[src/rtl/onehot_to_binary.sv]
// One-hot (10-bit) to 4-bit binary encoder feeding a DEPTH-entry output FIFO of {code, err}.
// Optional saturating illegal-word counter is enabled by defining ONEHOT_ERRCNT_EN.
module onehot_to_binary #(
  parameter int DEPTH = 2
) (
  input  logic       clk,
  input  logic       reset,
  input  logic [9:0] onehot,
  input  logic       in_valid,
  output logic       in_ready,
  output logic [3:0] fourBit,
  output logic       out_err,
  output logic       out_valid,
  input  logic       out_ready
`ifdef ONEHOT_ERRCNT_EN
  ,
  input  logic       err_clr,
  output logic [7:0] err_count
`endif
);

  localparam int PW = (DEPTH > 1) ? $clog2(DEPTH) : 1;
  localparam int CW = $clog2(DEPTH + 1);

  logic [3:0]    code_mem [DEPTH];
  logic          err_mem  [DEPTH];
  logic [PW-1:0] wr_ptr;
  logic [PW-1:0] rd_ptr;
  logic [CW-1:0] count;
  logic [3:0]    enc_code;
  logic          enc_err;
  logic          push;
  logic          pop;

  // Lowest set bit wins; an all-zero word falls through to 4'b1111.
  always_comb begin
    enc_code = 4'b1111;
    for (int i = 9; i >= 0; i--) begin
      if (onehot[i]) enc_code = 4'(i);
    end
    enc_err = (onehot == 10'd0) || ((onehot & (onehot - 10'd1)) != 10'd0);
  end

  // Ready comes from registered occupancy only, held low while reset is asserted.
  assign in_ready  = !reset && (count < CW'(DEPTH));
  assign out_valid = (count != '0);
  assign push      = in_valid && in_ready;
  assign pop       = out_valid && out_ready;
  assign fourBit   = code_mem[rd_ptr];
  assign out_err   = err_mem[rd_ptr];

  always_ff @(posedge clk or posedge reset) begin
    if (reset) begin
      wr_ptr <= '0;
      rd_ptr <= '0;
      count  <= '0;
      for (int i = 0; i < DEPTH; i++) begin
        code_mem[i] <= 4'b0000;
        err_mem[i]  <= 1'b0;
      end
    end else begin
      if (push) begin
        code_mem[wr_ptr] <= enc_code;
        err_mem[wr_ptr]  <= enc_err;
        wr_ptr           <= wr_ptr + PW'(1);
      end
      if (pop) rd_ptr <= rd_ptr + PW'(1);
      case ({push, pop})
        2'b10:   count <= count + CW'(1);
        2'b01:   count <= count - CW'(1);
        default: count <= count;
      endcase
    end
  end

`ifdef ONEHOT_ERRCNT_EN
  // Clear beats a same-cycle increment; the count sticks at 255.
  always_ff @(posedge clk or posedge reset) begin
    if (reset)
      err_count <= 8'd0;
    else if (err_clr)
      err_count <= 8'd0;
    else if (push && enc_err && (err_count != 8'hFF))
      err_count <= err_count + 8'd1;
  end
`endif

endmodule

[config.mk]
export PLATFORM = sky130hd
export DESIGN_NAME = onehot_to_binary
export DESIGN_NICKNAME = d
export VERILOG_FILES = /design/src/rtl/onehot_to_binary.sv
export SDC_FILE = /design/constraint.sdc
export NUM_CORES = 1
export LEC_CHECK = 0
export BUFFER_PORTS_ARGS = -buffer_cell sky130_fd_sc_hd__buf_2
export CAP_MARGIN = 20
export CORE_MARGIN = 5
export CORE_UTILIZATION = 45
export CTS_CLUSTER_SIZE = 8
export DETAILED_ROUTE_END_ITERATION = 10
export GPL_TIMING_DRIVEN = 0
export PLACE_DENSITY = 0.72
export SLEW_MARGIN = 25
export SYNTH_ARGS = -nofsm -noshare
export SYNTH_HDL_FRONTEND = slang
export SYNTH_SLANG_ARGS = --single-unit
[constraint.sdc]
create_clock -name clk -period 1.6 [get_ports clk]
set_input_delay 0.16 -clock clk [delete_from_list [all_inputs] [get_ports clk]]
set_output_delay 0.16 -clock clk [all_outputs]
set_load 0.01 [all_outputs]
== After elaboration in Yosys (flattened, before gate mapping) ==
Cells that the tools add are included.
Operators by class
  $mul: 0
  muxes and demuxes: 23
  bitwise operators: 3
  order comparisons: 4
  reduce and logical (&&, ||, !) cells: 10
  add/subtract/negate cells: 5
  shift-type cells: 0
  divide/modulo/power cells: 0
  equal/unequal tests: 2
Operators with widths (number)
  2-to-1 mux 4 bit: 13
  AND 10 bit: 1
  zero test 10 bit: 1
  nonzero test 10 bit: 1
  subtractor 10 x 1 -> 10 bit (second input constant): 1
  bitwise mux 8 bit: 1
  demux 4 bit (select 1 bit): 1
  greater-or-equal comparator 2 bit (second input constant): 2
  logical AND 1 bit: 4
  2-to-1 mux 1 bit: 4
  NOT 1 -> 2 bit: 2
  case mux 2 bit (2 select lines): 1
  nonzero test 2 bit: 2
  2-to-1 mux 3 bit: 1
  adder 1 bit (second input constant): 2
  adder 2 x 1 -> 2 bit (second input constant): 1
  bitwise mux 2 bit: 1
  equality test 2 x 1 -> 1 bit (second input constant): 1
  equality test 2 bit (second input constant): 1
  < comparator 2 x 1 -> 1 bit (second input constant): 1
  < comparator 2 bit (second input constant): 1
  subtractor 2 x 1 -> 2 bit (second input constant): 1
  demux 1 bit (select 1 bit): 1
  zero test 1 bit: 1
  logical OR 1 bit: 1
Storage, ports and cells
  latch bits: 0
  output and inout port bits: 7
  memory bits (read-only): 0
  bits of input ports: 14
  memories kept: 0
  memory bits (writable): 0
  logic and storage cells: 54
  register bits: 14

== Logic depth before layout (Yosys ltp) ==
Gate-level depths: netlist (run 1).
  depth in word-level cells: 11
  gate-level depth with buffers: 6
  gate-level depth less buffers: 6

== Worst setup path after synthesis (run 1) ==
Ideal clock, no wire load.
  kind: register to register
  from: register count[0]
  to: register count[1]
  buffers on the path: 0
  stages on the path, launching flop included: 6
  slack: 61 ps
  data required time: 1521 ps
  arrival time: 1459 ps
  library setup time: 79 ps
  clock period less this slack: 1539 ps
  cells stage by stage: dfrtp_1 or2_2 and2_1 ha_1 nor2_1 xor2_1
On the way
  elaborated cells between the ends (all ways): 11
  those cells by class: add/sub: 2; order compare: 1; eq/ne: 2; mux: 1; reduce/logical: 5
RTL lines
  start, declared: RTL line 29  | logic [CW-1:0] count;
  start signal, assigned: RTL line 69  | 2'b10: count <= count + CW'(1);
  start signal, assigned: RTL line 70  | 2'b01: count <= count - CW'(1);
  start signal, assigned: RTL line 71  | default: count <= count;
  nonzero test 2 bit (*): RTL line 46  | assign out_valid = (count != '0);
  net out_valid: RTL line 13  | output logic out_valid,
  logical AND 1 bit (*): RTL line 48  | assign pop = out_valid && out_ready;
  net pop: RTL line 33  | logic pop;
  equality test 2 x 1 -> 1 bit / equality test 2 bit (equally long branches): RTL line 68  | case ({push, pop})
  case mux 2 bit (2 select lines) / nonzero test 2 bit (equally long branches)
The timed path passes the listed nets; every way through them passes the cells marked *.
A chain may end at the register's enable or synchronous reset.

== Worst setup path in the final report (run 1) ==
  from: register count[1]
  to: register count[1]
On the way
  elaborated cells between the ends (all ways): 11
  those cells by class: add/sub: 2; order compare: 1; eq/ne: 2; mux: 1; reduce/logical: 5
RTL lines (RTL line)
  nonzero test 2 bit (*): 46
  logical AND 1 bit (*): 48
  net pop: 33
  equality test 2 x 1 -> 1 bit / equality test 2 bit (equally long branches): 68
  case mux 2 bit (2 select lines) / nonzero test 2 bit (equally long branches)
Marks and branches as above.

==> run_results.csv, run 1 <==
group,metric,value,unit
layout,drive_above_1_share,33.93,%
global_route,grt_pass1_vias,661,
placed_design,gp_congestion,0.6896,
power_and_ir_drop,power_frac_clock,19.1,%
power_and_ir_drop,power_frac_comb,38.2,%
routing,ant_nets,0,
layout,layout_common_cells,"buf_2, dfrtp_1, nand2_1",
global_route,grt_overflow,0,
layout,diodes,0,
hold_path,min_from,"onehot[0]",
clock_tree,h-tree-depth,1,
worst_setup_path,start_kind,"flip-flop",
power_and_ir_drop,leakage,0.4668,nW
layout,area_growth,24.07,%
floorplan,initial_core_util,47.18,%
global_route,track_usage,13.44,%
sta,hold_viol,0,
sta,fin_skew,5.308,ps
clock_tree,numCtsBuffers,3,
placed_design,place_ws,25.05,ps
worst_setup_path,reg2reg_setup_slack,80,ps
sta,rsz0062_at_grt,"false",
power_and_ir_drop,switchingPower,0.0004271,W
worst_setup_path,crit_required,1770,ps
power_and_ir_drop,switching_share,33.00,%
clock_tree,numClockSinks,14,
synth,yosysTopAreaCell,"dfrtp_1",
synth,ys_warn_count,0,
placed_design,portBuffers,20,
power_and_ir_drop,power_per_cell_area,1294,nW/um2
floorplan,core,1708,um2
placed_design,dpl.hpwl,1.274,mm
global_route,antenna_found_initial,0,
floorplan,die_area,2737,um2
worst_setup_path,critPathArrivalTime,1690,ps
synth,syn_inst,86,
worst_setup_path,slowest_delay,410,ps
routing,vias_per_cell,5.051,
synth,syn_nets,101,
worst_setup_path,path_max_fanout,3,
global_route,grt_max_degree,15,
routing,routed_wl,1.606,mm
worst_setup_path,slowest_stage,"dfrtp_1",
clock_tree,cts_tree,"built",
layout,nets,128,
hold_path,hp-class,"input pin to flip-flop",
routing,vias,692,
worst_setup_path,path_buf_inv,0,
sta,totalNegativeSetupSlack,0,ps
sta,worst_pin_slew,514.2,ps
worst_setup_path,path_delay_family,"simple AND/OR/NAND/NOR gates",
worst_setup_path,cp-startpoint,"count[1]",
synth,postSynthRegisterBits,14,
routing,drc,0,
routing,first_pass_iters,4,
clock_tree,clk_latency,270,ps
worst_setup_path,path_cells,"or2_2, and2_4, ha_1, xnor2_1, nor2_1, xor2_1",
floorplan,die_height,52.32,um
outcome,outcome,"finished clean",
layout,fin_util,58.53,%
synth,seq_area_frac_synth,43.48,%
synth,syn-cell-area,805.8,um2
power_and_ir_drop,p_total,0.001294,W
routing,drt_iter0_markers,4,
sta,whs,179.5,ps
worst_setup_path,reg2reg_depth,6,
power_and_ir_drop,irDropWorstVdd,0.0006058,V
clock_tree,clk_path_buf_depth,2,
sta,drv_slew,0,
worst_setup_path,crit_type,"flip-flop to flip-flop",
synth,synth.distinct_cells,28,
sta,min_period,1524,ps
clock_tree,clk_pin_slew,80,ps
sta,maxSlewHeadroom,65.68,%
worst_setup_path,timing.rr.start,"count[1]",
layout,layout_commonest_cell,"buf_2",
worst_setup_path,r2r_end,"count[1]",
synth,synth_area_leaders,"dfrtp_1, mux2_2, o21ai_0",
power_and_ir_drop,intPower,0.0008670,W
floorplan,die_x,52.32,um
floorplan,ios,21,
hold_path,whs_path_depth,2,
synth,synth.top_cell.area_share,43.48,%
synth,syn_area_per_cell,9.369,um2
clock_tree,root_buffer,"clkbuf_4",
sta,min_period_over_period,95.23,%
sta,clock.fmax,656.3,MHz
hold_path,hold_end,"code_mem[4]",
global_route,grt_first_pass_wirelength,2.711,mm
floorplan,rows,15,
worst_setup_path,endpoint_kind,"flip-flop",
sta,finalSetupViolCount,0,
sta,fin_ws,76.33,ps
routing,drt-wirelength-per-cell,11.72,um
power_and_ir_drop,power_frac_seq,42.7,%
job,cap_viol_max_count,0,
[worst max path at each step]
stage / to / slack, ps / cells after the start
floorplan: count[1] / 60 / 5
global placement: count[1] / 60 / 5
detailed placement: count[1] / 30 / 5
CTS: count[1] / 8 / 5
global route: count[1] / 5 / 6
finish: count[1] / 80 / 6
[Yosys cell counts]
cell type and number:
dfrtp_1 14, nand2_1 12, o21ai_0 9, nor2_1 7
mux2_2 5, a21oi_1 4, inv_1 4, o31ai_1 4
a211oi_1 3, nor3b_1 3, clkbuf_1 2, xnor2_1 2
xor2_1 2, and2_1 1, ha_1 1, mux2i_1 1
nand2_4 1, nand2b_1 1, nand3_1 1, nand3_2 1
nor3_1 1, nor4_4 1, o21bai_1 1, o31a_1 1
or2_0 1, or2_2 1, or3_1 1, or3_2 1
[power groups by stage]
stage / combinational [W] / clock, W / sequential, W
after floorplan: 0.000341 / 0 / 0.000525
after global placement: 0.000459 / 0 / 0.000538
after detailed placement: 0.000475 / 0 / 0.000543
after CTS: 0.000443 / 0.000258 / 0.000565
after global routing: 0.000556 / 0.000275 / 0.000571
final: 0.000494 / 0.000247 / 0.000553
[final cells by class]
type	count	area, um2
Multi-Input combinational cell	66	437.9
Fill cell	163	708.2
Timing Repair Buffer	23	125.1
Clock buffer	4	36.28
Tap cell	25	31.28
Inverter	4	15.01
Buffer	1	3.754
Sequential cell	14	350.3
[stage by stage]
stage | instance area [um2] | instances
2_1_floorplan | 805.8 | 86
3_3_place_gp | 937.1 | 131
3_5_place_dp | 937.1 | 131
4_1_cts | 979.7 | 135
5_1_grt | 999.7 | 137
6_report | 999.7 | 137
[sequential cells by signal, indices dropped and copies added (netlist names)]
signal    count
code_mem      8
rd_ptr        1
count         2
err_mem       2
wr_ptr        1
[worst register-to-register path: stages (launching register included)]
cell and delay [ps]:
dfrtp_1 410, or2_2 290, and2_4 170, ha_1 190, xnor2_1 140, nor2_1 70, xor2_1 150
[metal layers]
metal	share of wire (%)	vias to the layer above	GRT usage [%]	routed length, um
met5	0	-	0	0
met4	1.7	0	10.21	28
met3	3.8	2	0.8547	61
met2	52	13	23.55	842
met1	42	319	14.95	673
li1	-	358	-	-
[kinds of logic after synthesis]
group / Yosys count / synth area share [%]
simple gates: 33 / 22.98
compound gates: 22 / 16.62
flops: 14 / 43.48
buf+inv: 6 / 2.795
mux: 6 / 8.229
xor+xnor: 4 / 4.349
fa+ha+maj: 1 / 1.553
[repair_timing]
action / in CTS / in global routing
hold buffers: 1 / 0
endpoints found under the hold margin: 14 / 0
setup buffers: 0 / 2
gates cloned: 0 / 0
pin swaps: 0 / 2
resized for setup: 0 / 2
setup endpoints to repair: 2 / 5
Power figures use the tool's default switching activity.
==> run 2: changes to the inputs <==
Settings changed: ABC_AREA from default to 1, CORE_ASPECT_RATIO from default to 1.5, CORE_UTILIZATION 45 to 46, PLACE_DENSITY 0.72 to 0.73.
==> run_results.csv, run 2 <==
group,metric,value,unit
global_route,busiest_layer,"met2",
synth,syn_area_per_cell,7.273,um2
sta,totalNegativeSetupSlack,0,ps
layout,drive_above_1_share,30.20,%
routing,vias,846,
routing,vias_per_cell,4.976,
worst_setup_path,endpoint_kind,"flip-flop",
floorplan,rows,19,
synth,syn-cell-area,894.6,um2
synth,postSynthRegisterBits,14,
floorplan,die_x,46.01,um
layout,nets,166,
sta,whs,153.5,ps
global_route,globalRouteMet3Util,0.8427,%
sta,fin_skew,1.066,ps
synth,synth_area_leaders,"dfrtp_1, nand2_1, inv_1",
synth,yosysTopAreaCell,"dfrtp_1",
synth,yosys.area_share.adder,1.399,%
synth,synth_simple_gate_area_share,40.98,%
synth,synth.top_cell.area_share,39.16,%
floorplan,initial_core_util,48.25,%
synth,ys_top_cells_by_count,"nand2_1, dfrtp_1, inv_1, o21ai_1",
global_route,grt_first_pass_wirelength,3.187,mm
sta,min_period_over_period,92.33,%
layout,top_regs,"code_mem (8), count (2), err_mem (2)",
synth,synth_xor_area_share,2.937,%
clock_tree,clk_latency,270,ps
synth,syn_nets,138,
synth,ys_warn_count,0,
clock_tree,clk_pin_slew,80,ps
job,cap_viol_max_count,0,
sta,clock.fmax,676.9,MHz
global_route,grt_overflow,0,
global_route,grt_max_degree,15,
synth,synth_compound_area_share,8.392,%
worst_setup_path,crit_type,"flip-flop to flip-flop",
worst_setup_path,critPathArrivalTime,1640,ps
clock_tree,root_buffer,"clkbuf_4",
routing,drt_iter0_markers,16,
floorplan,die_area,2945,um2
clock_tree,clk_path_buf_depth,2,
power_and_ir_drop,power_per_cell_area,1316,nW/um2
synth,synthArstFlopShare,100.0,%
sta,worst_pin_slew,531.9,ps
power_and_ir_drop,p_total,0.001431,W
synth,yosysMostFrequentCell,"nand2_1",
placed_design,portBuffers,20,
floorplan,ios,21,
global_route,antenna_found_initial,0,
placed_design,dp.cells,164,
sta,rsz0062_at_grt,"false",
floorplan,die_height,64.01,um
hold_path,hp-class,"input pin to flip-flop",
floorplan,core,1854,um2
layout,top_register,"code_mem",
layout,final_cells,170,
sta,maxSlewHeadroom,64.50,%
worst_setup_path,start_kind,"flip-flop",
synth,syn_inst,123,
synth,synth_mux_area_share,0,%
synth,synth_top_family_by_area,"simple AND/OR/NAND/NOR gates",
routing,first_pass_iters,4,
layout,area_growth,21.54,%
clock_tree,h-tree-depth,1,
clock_tree,numCtsBuffers,3,
global_route,grt_pass1_vias,856,
synth,synth_edf_count,0,
sta,drv_slew,0,
clock_tree,numClockSinks,14,
layout,fin_util,58.64,%
placed_design,gp_congestion,0.7169,
synth,synth.distinct_cells,24,
layout,fillers,176,
layout,layout_commonest_cell,"nand2_1",
sta,hold_viol,0,
layout,largest_reg_flops,8,
layout,diodes,0,
global_route,grtUsageMet2,27.24,%
synth,ys.flop_type,"dfrtp_1",
sta,min_period,1477,ps
worst_setup_path,path_max_fanout,2,
global_route,track_usage,14.36,%
power_and_ir_drop,leakage,0.6050,nW
worst_setup_path,crit_required,1760,ps
routing,drt-wirelength-per-cell,10.78,um
routing,routed_wl,1.833,mm
routing,drc,0,
routing,ant_nets,0,
outcome,outcome,"finished clean",
clock_tree,cts_tree,"built",
synth,seq_area_frac_synth,39.16,%
power_and_ir_drop,irDropWorstVdd,0.0005755,V
sta,finalSetupViolCount,0,
layout,layout_common_cells,"nand2_1, buf_2, inv_1, dfrtp_1, o21ai_1",
placed_design,dpl.hpwl,1.492,mm
global_route,gr-usage-met1,13.81,%
==> run 2: changes by cell type after synthesis, sizes merged, moves of 2 or more <==
cell    change
a211oi      -3
clkbuf      -2
inv        +12
mux2        -5
nand2      +43
nand3       +3
nor2        +3
nor3b       -3
o31ai       -3
or3         -2
==> run 2: final timing paths <==
| check | end | from | cells after the start | slack, ps |
|---|---|---|---|---|
| worst max-delay path | count[1] | count[0] | 7 | 120 |
| max in group asynchronous | wr_ptr | reset | 3 | 760 |
| worst min-delay path | rd_ptr | out_ready | 3 | 150 |
| min in group asynchronous | code_mem[1] | reset | 3 | 490 |
| worst min register to register | code_mem[3] | code_mem[3] | 2 | 490 |
| worst max register to register | count[1] | count[0] | 7 | 120 |
==> run 2: per-stage QoR <==
stage	cell area (um2)	setup WS, ps
final	1087	122.7
after CTS	1069	24.89
after detailed placement	1021	-40.17
after global placement	1021	-13.61
after global routing	1087	2.619
after floorplan	894.6	3.524
==> run 2: cells by family (layout without fill, tap and decap cells) <==
| family | count (synthesis) | after routing |
|---|---|---|
| buffers and inverters | 17 | 43 |
| flip-flops | 14 | 14 |
| AO/OA/AOI/OAI | 14 | 14 |
| XOR/XNOR | 3 | 3 |
| adder cells (fa/ha/maj) | 1 | 1 |
| AND/OR/NAND/NOR | 74 | 74 |
==> run 2: area by class of cell <==
class	count	area [um2]	area share [%]
Inverter	17	63.81	5.869
Sequential cell	14	350.3	32.22
Multi-Input combinational cell	92	499.2	45.91
Clock buffer	3	22.52	2.071
Timing Repair Buffer	23	125.1	11.51
Tap cell	21	26.28	2.417
==> run 2: layer usage <==
metal / vias up / routed length (um)
met5: - / 0
met4: 0 / 51
met3: 4 / 107
met2: 24 / 1028
met1: 387 / 646
li1: 431 / -
==> run 2: where the power goes <==
part,total [W],internal (W),leakage (nW),switching (W)
Clock,0.000192,0.0000872,0.0138,0.000104
Sequential,0.000613,0.000495,0.178,0.000118
Combinational,0.000626,0.000287,0.413,0.000339
==> run 2: repair_timing <==
item                       CTS  global route
hold endpoints to repair    14             0
setup buffers                2             0
pin swaps                    0             1
setup endpoints to repair    1             1
resized for setup            1             3
gates cloned                 0             0
hold buffers                 1             0
==> run 2: worst max-delay path, stage by stage, from the launching register on <==
cell and delay [ps]:
dfrtp_1 390, or2_2 310, nand2_2 80, inv_1 60
ha_4 220, a21oi_2 100, o21ai_1 80, xnor2_1 130
==> run 3: changes to the inputs <==
Settings changed: CORE_ASPECT_RATIO 1.5 to default, RECOVER_POWER from default to 25.
==> run_results.csv, run 3 (synthesis results as in run 2) <==
group,metric,value,unit
outcome,outcome,"finished clean",
layout,fin_util,58.22,%
layout,diodes,0,
sta,fin_skew,2.485,ps
sta,finalSetupViolCount,0,
global_route,grt_pass1_vias,780,
worst_setup_path,crit_required,1770,ps
clock_tree,clk_pin_slew,90,ps
global_route,grt_max_degree,15,
floorplan,initial_core_util,47.04,%
worst_setup_path,crit_type,"flip-flop to flip-flop",
routing,routed_wl,1.779,mm
sta,worst_pin_slew,530.8,ps
worst_setup_path,crit_end,"count[1]",
floorplan,die_area,2927,um2
routing,drt_iter0_markers,11,
sta,maxSlewHeadroom,64.57,%
floorplan,ios,21,
worst_setup_path,slowest_delay,420,ps
worst_setup_path,reg2reg_depth,7,
worst_setup_path,start_kind,"flip-flop",
sta,drv_slew,0,
sta,totalNegativeSetupSlack,0,ps
global_route,grt_first_pass_wirelength,3.015,mm
layout,nets,166,
placed_design,gp_congestion,0.7603,
layout,area_growth,23.78,%
layout,layout_commonest_cell,"nand2_1",
placed_design,placed_area,1028,um2
worst_setup_path,timing.rr.start,"count[1]",
power_and_ir_drop,irDropWorstVdd,0.0005319,V
sta,min_period_over_period,95.71,%
worst_setup_path,critPathArrivalTime,1700,ps
power_and_ir_drop,power_per_cell_area,1346,nW/um2
clock_tree,h-tree-depth,1,
routing,ant_nets,0,
layout,top_register,"code_mem",
layout,design_area,1107,um2
sta,fin_ws,68.59,ps
layout,largest_reg_flops,8,
sta,whs,163.6,ps
clock_tree,clk_latency,280,ps
clock_tree,cts_tree,"built",
placed_design,dpl.hpwl,1.329,mm
sta,rsz0062_at_grt,"false",
layout,layout_common_cells,"nand2_1, buf_2, inv_1, dfrtp_1, o21ai_1",
layout,top_regs,"code_mem (8), count (2), err_mem (2)",
clock_tree,root_buffer,"clkbuf_4",
worst_setup_path,cp-startpoint,"count[1]",
worst_setup_path,reg2reg_setup_slack,70,ps
job,cap_viol_max_count,0,
routing,drc,0,
sta,min_period,1531,ps
floorplan,die_height,54.10,um
routing,vias,815,
routing,vias_per_cell,4.605,
worst_setup_path,endpoint_kind,"flip-flop",
hold_path,hp-class,"input pin to flip-flop",
routing,drt-wirelength-per-cell,10.05,um
clock_tree,numCtsBuffers,3,
floorplan,die_x,54.10,um
floorplan,core,1902,um2
layout,multi_input_area,499.2,um2
clock_tree,clk_path_buf_depth,2,
floorplan,rows,16,
worst_setup_path,r2r_end,"count[1]",
sta,clock.fmax,653.0,MHz
worst_setup_path,slowest_stage,"dfrtp_1",
clock_tree,numClockSinks,14,
global_route,antenna_found_initial,0,
placed_design,portBuffers,20,
layout,drive_above_1_share,30.00,%
worst_setup_path,path_cells,"or2_2, nand2_2, inv_1, ha_4, a21oi_2, o21ai_1, xnor2_1",
layout,fillers,188,
worst_setup_path,path_max_fanout,3,
global_route,track_usage,14.17,%
layout,register_area,350.3,um2
power_and_ir_drop,leakage,0.6096,nW
routing,first_pass_iters,4,
sta,hold_viol,0,
placed_design,place_ws,-23.87,ps
global_route,grt_overflow,0,
==> run 3: changes by cell type in the layout (fill, tap and decap cells not counted), sizes merged <==
cell	change
clkbuf	+2
buf	-1
==> run 3: power breakdown <==
group / internal, W / switching, W
Combinational: 0.000286 / 0.000337
Clock: 0.000138 / 0.000114
Sequential: 0.000495 / 0.000121
Total: 0.000919 / 0.000571
==> run 3: metal layers <==
metal  track usage [%]  wire length [um]  up-vias  share of wire, %
li1                  -                 -      428                 -
met1             15.59               766      365                43
met2             26.61               887       18                50
met3             1.108                89        4               5.0
met4             7.469                35        0               2.0
met5                 0                 0        -                 0
==> run 3: final cells by class <==
type | instances | share of cell area [%]
clock buffers | 4 | 3.277
inverters | 17 | 5.763
multi-input cells | 92 | 45.08
flip-flops and latches | 14 | 31.64
well taps | 27 | 3.051
repair buffers | 23 | 11.19
==> run 3: repair_timing <==
item | CTS | global route
setup endpoints to repair | 1 | 1
hold endpoints to repair | 14 | 0
hold buffers | 1 | 0
buffers inserted | 2 | 0
gates resized for setup | 1 | 3
==> run 3: how the worst min path moves through the flow <==
stage / startpoint / to / slack (ps) / depth (start not counted)
2_1_floorplan: reset / code_mem[0] / 50 / 1
3_3_place_gp: reset / count[1] / 230 / 2
3_5_place_dp: reset / count[1] / 240 / 2
4_1_cts: out_ready / rd_ptr / 150 / 3
5_1_grt: out_ready / rd_ptr / 160 / 3
6_report: out_ready / rd_ptr / 160 / 3
==> run 3: per-stage QoR <==
stage          power [W]  cells
3_5_place_dp    0.001159    170
6_report        0.001490    177
5_1_grt         0.001607    177
3_3_place_gp    0.001142    170
2_1_floorplan  0.0009809    123
4_1_cts         0.001458    177
==> run 3: worst max-delay path: cells and delay by family (launching register included) <==
kind                     cells  cell delay (ps)
flip-flops                   1              420
AND/OR/NAND/NOR              2              410
adder cells (fa/ha/maj)      1              220
AO/OA/AOI/OAI                2              180
XOR/XNOR                     1              120
buffers and inverters        1               80
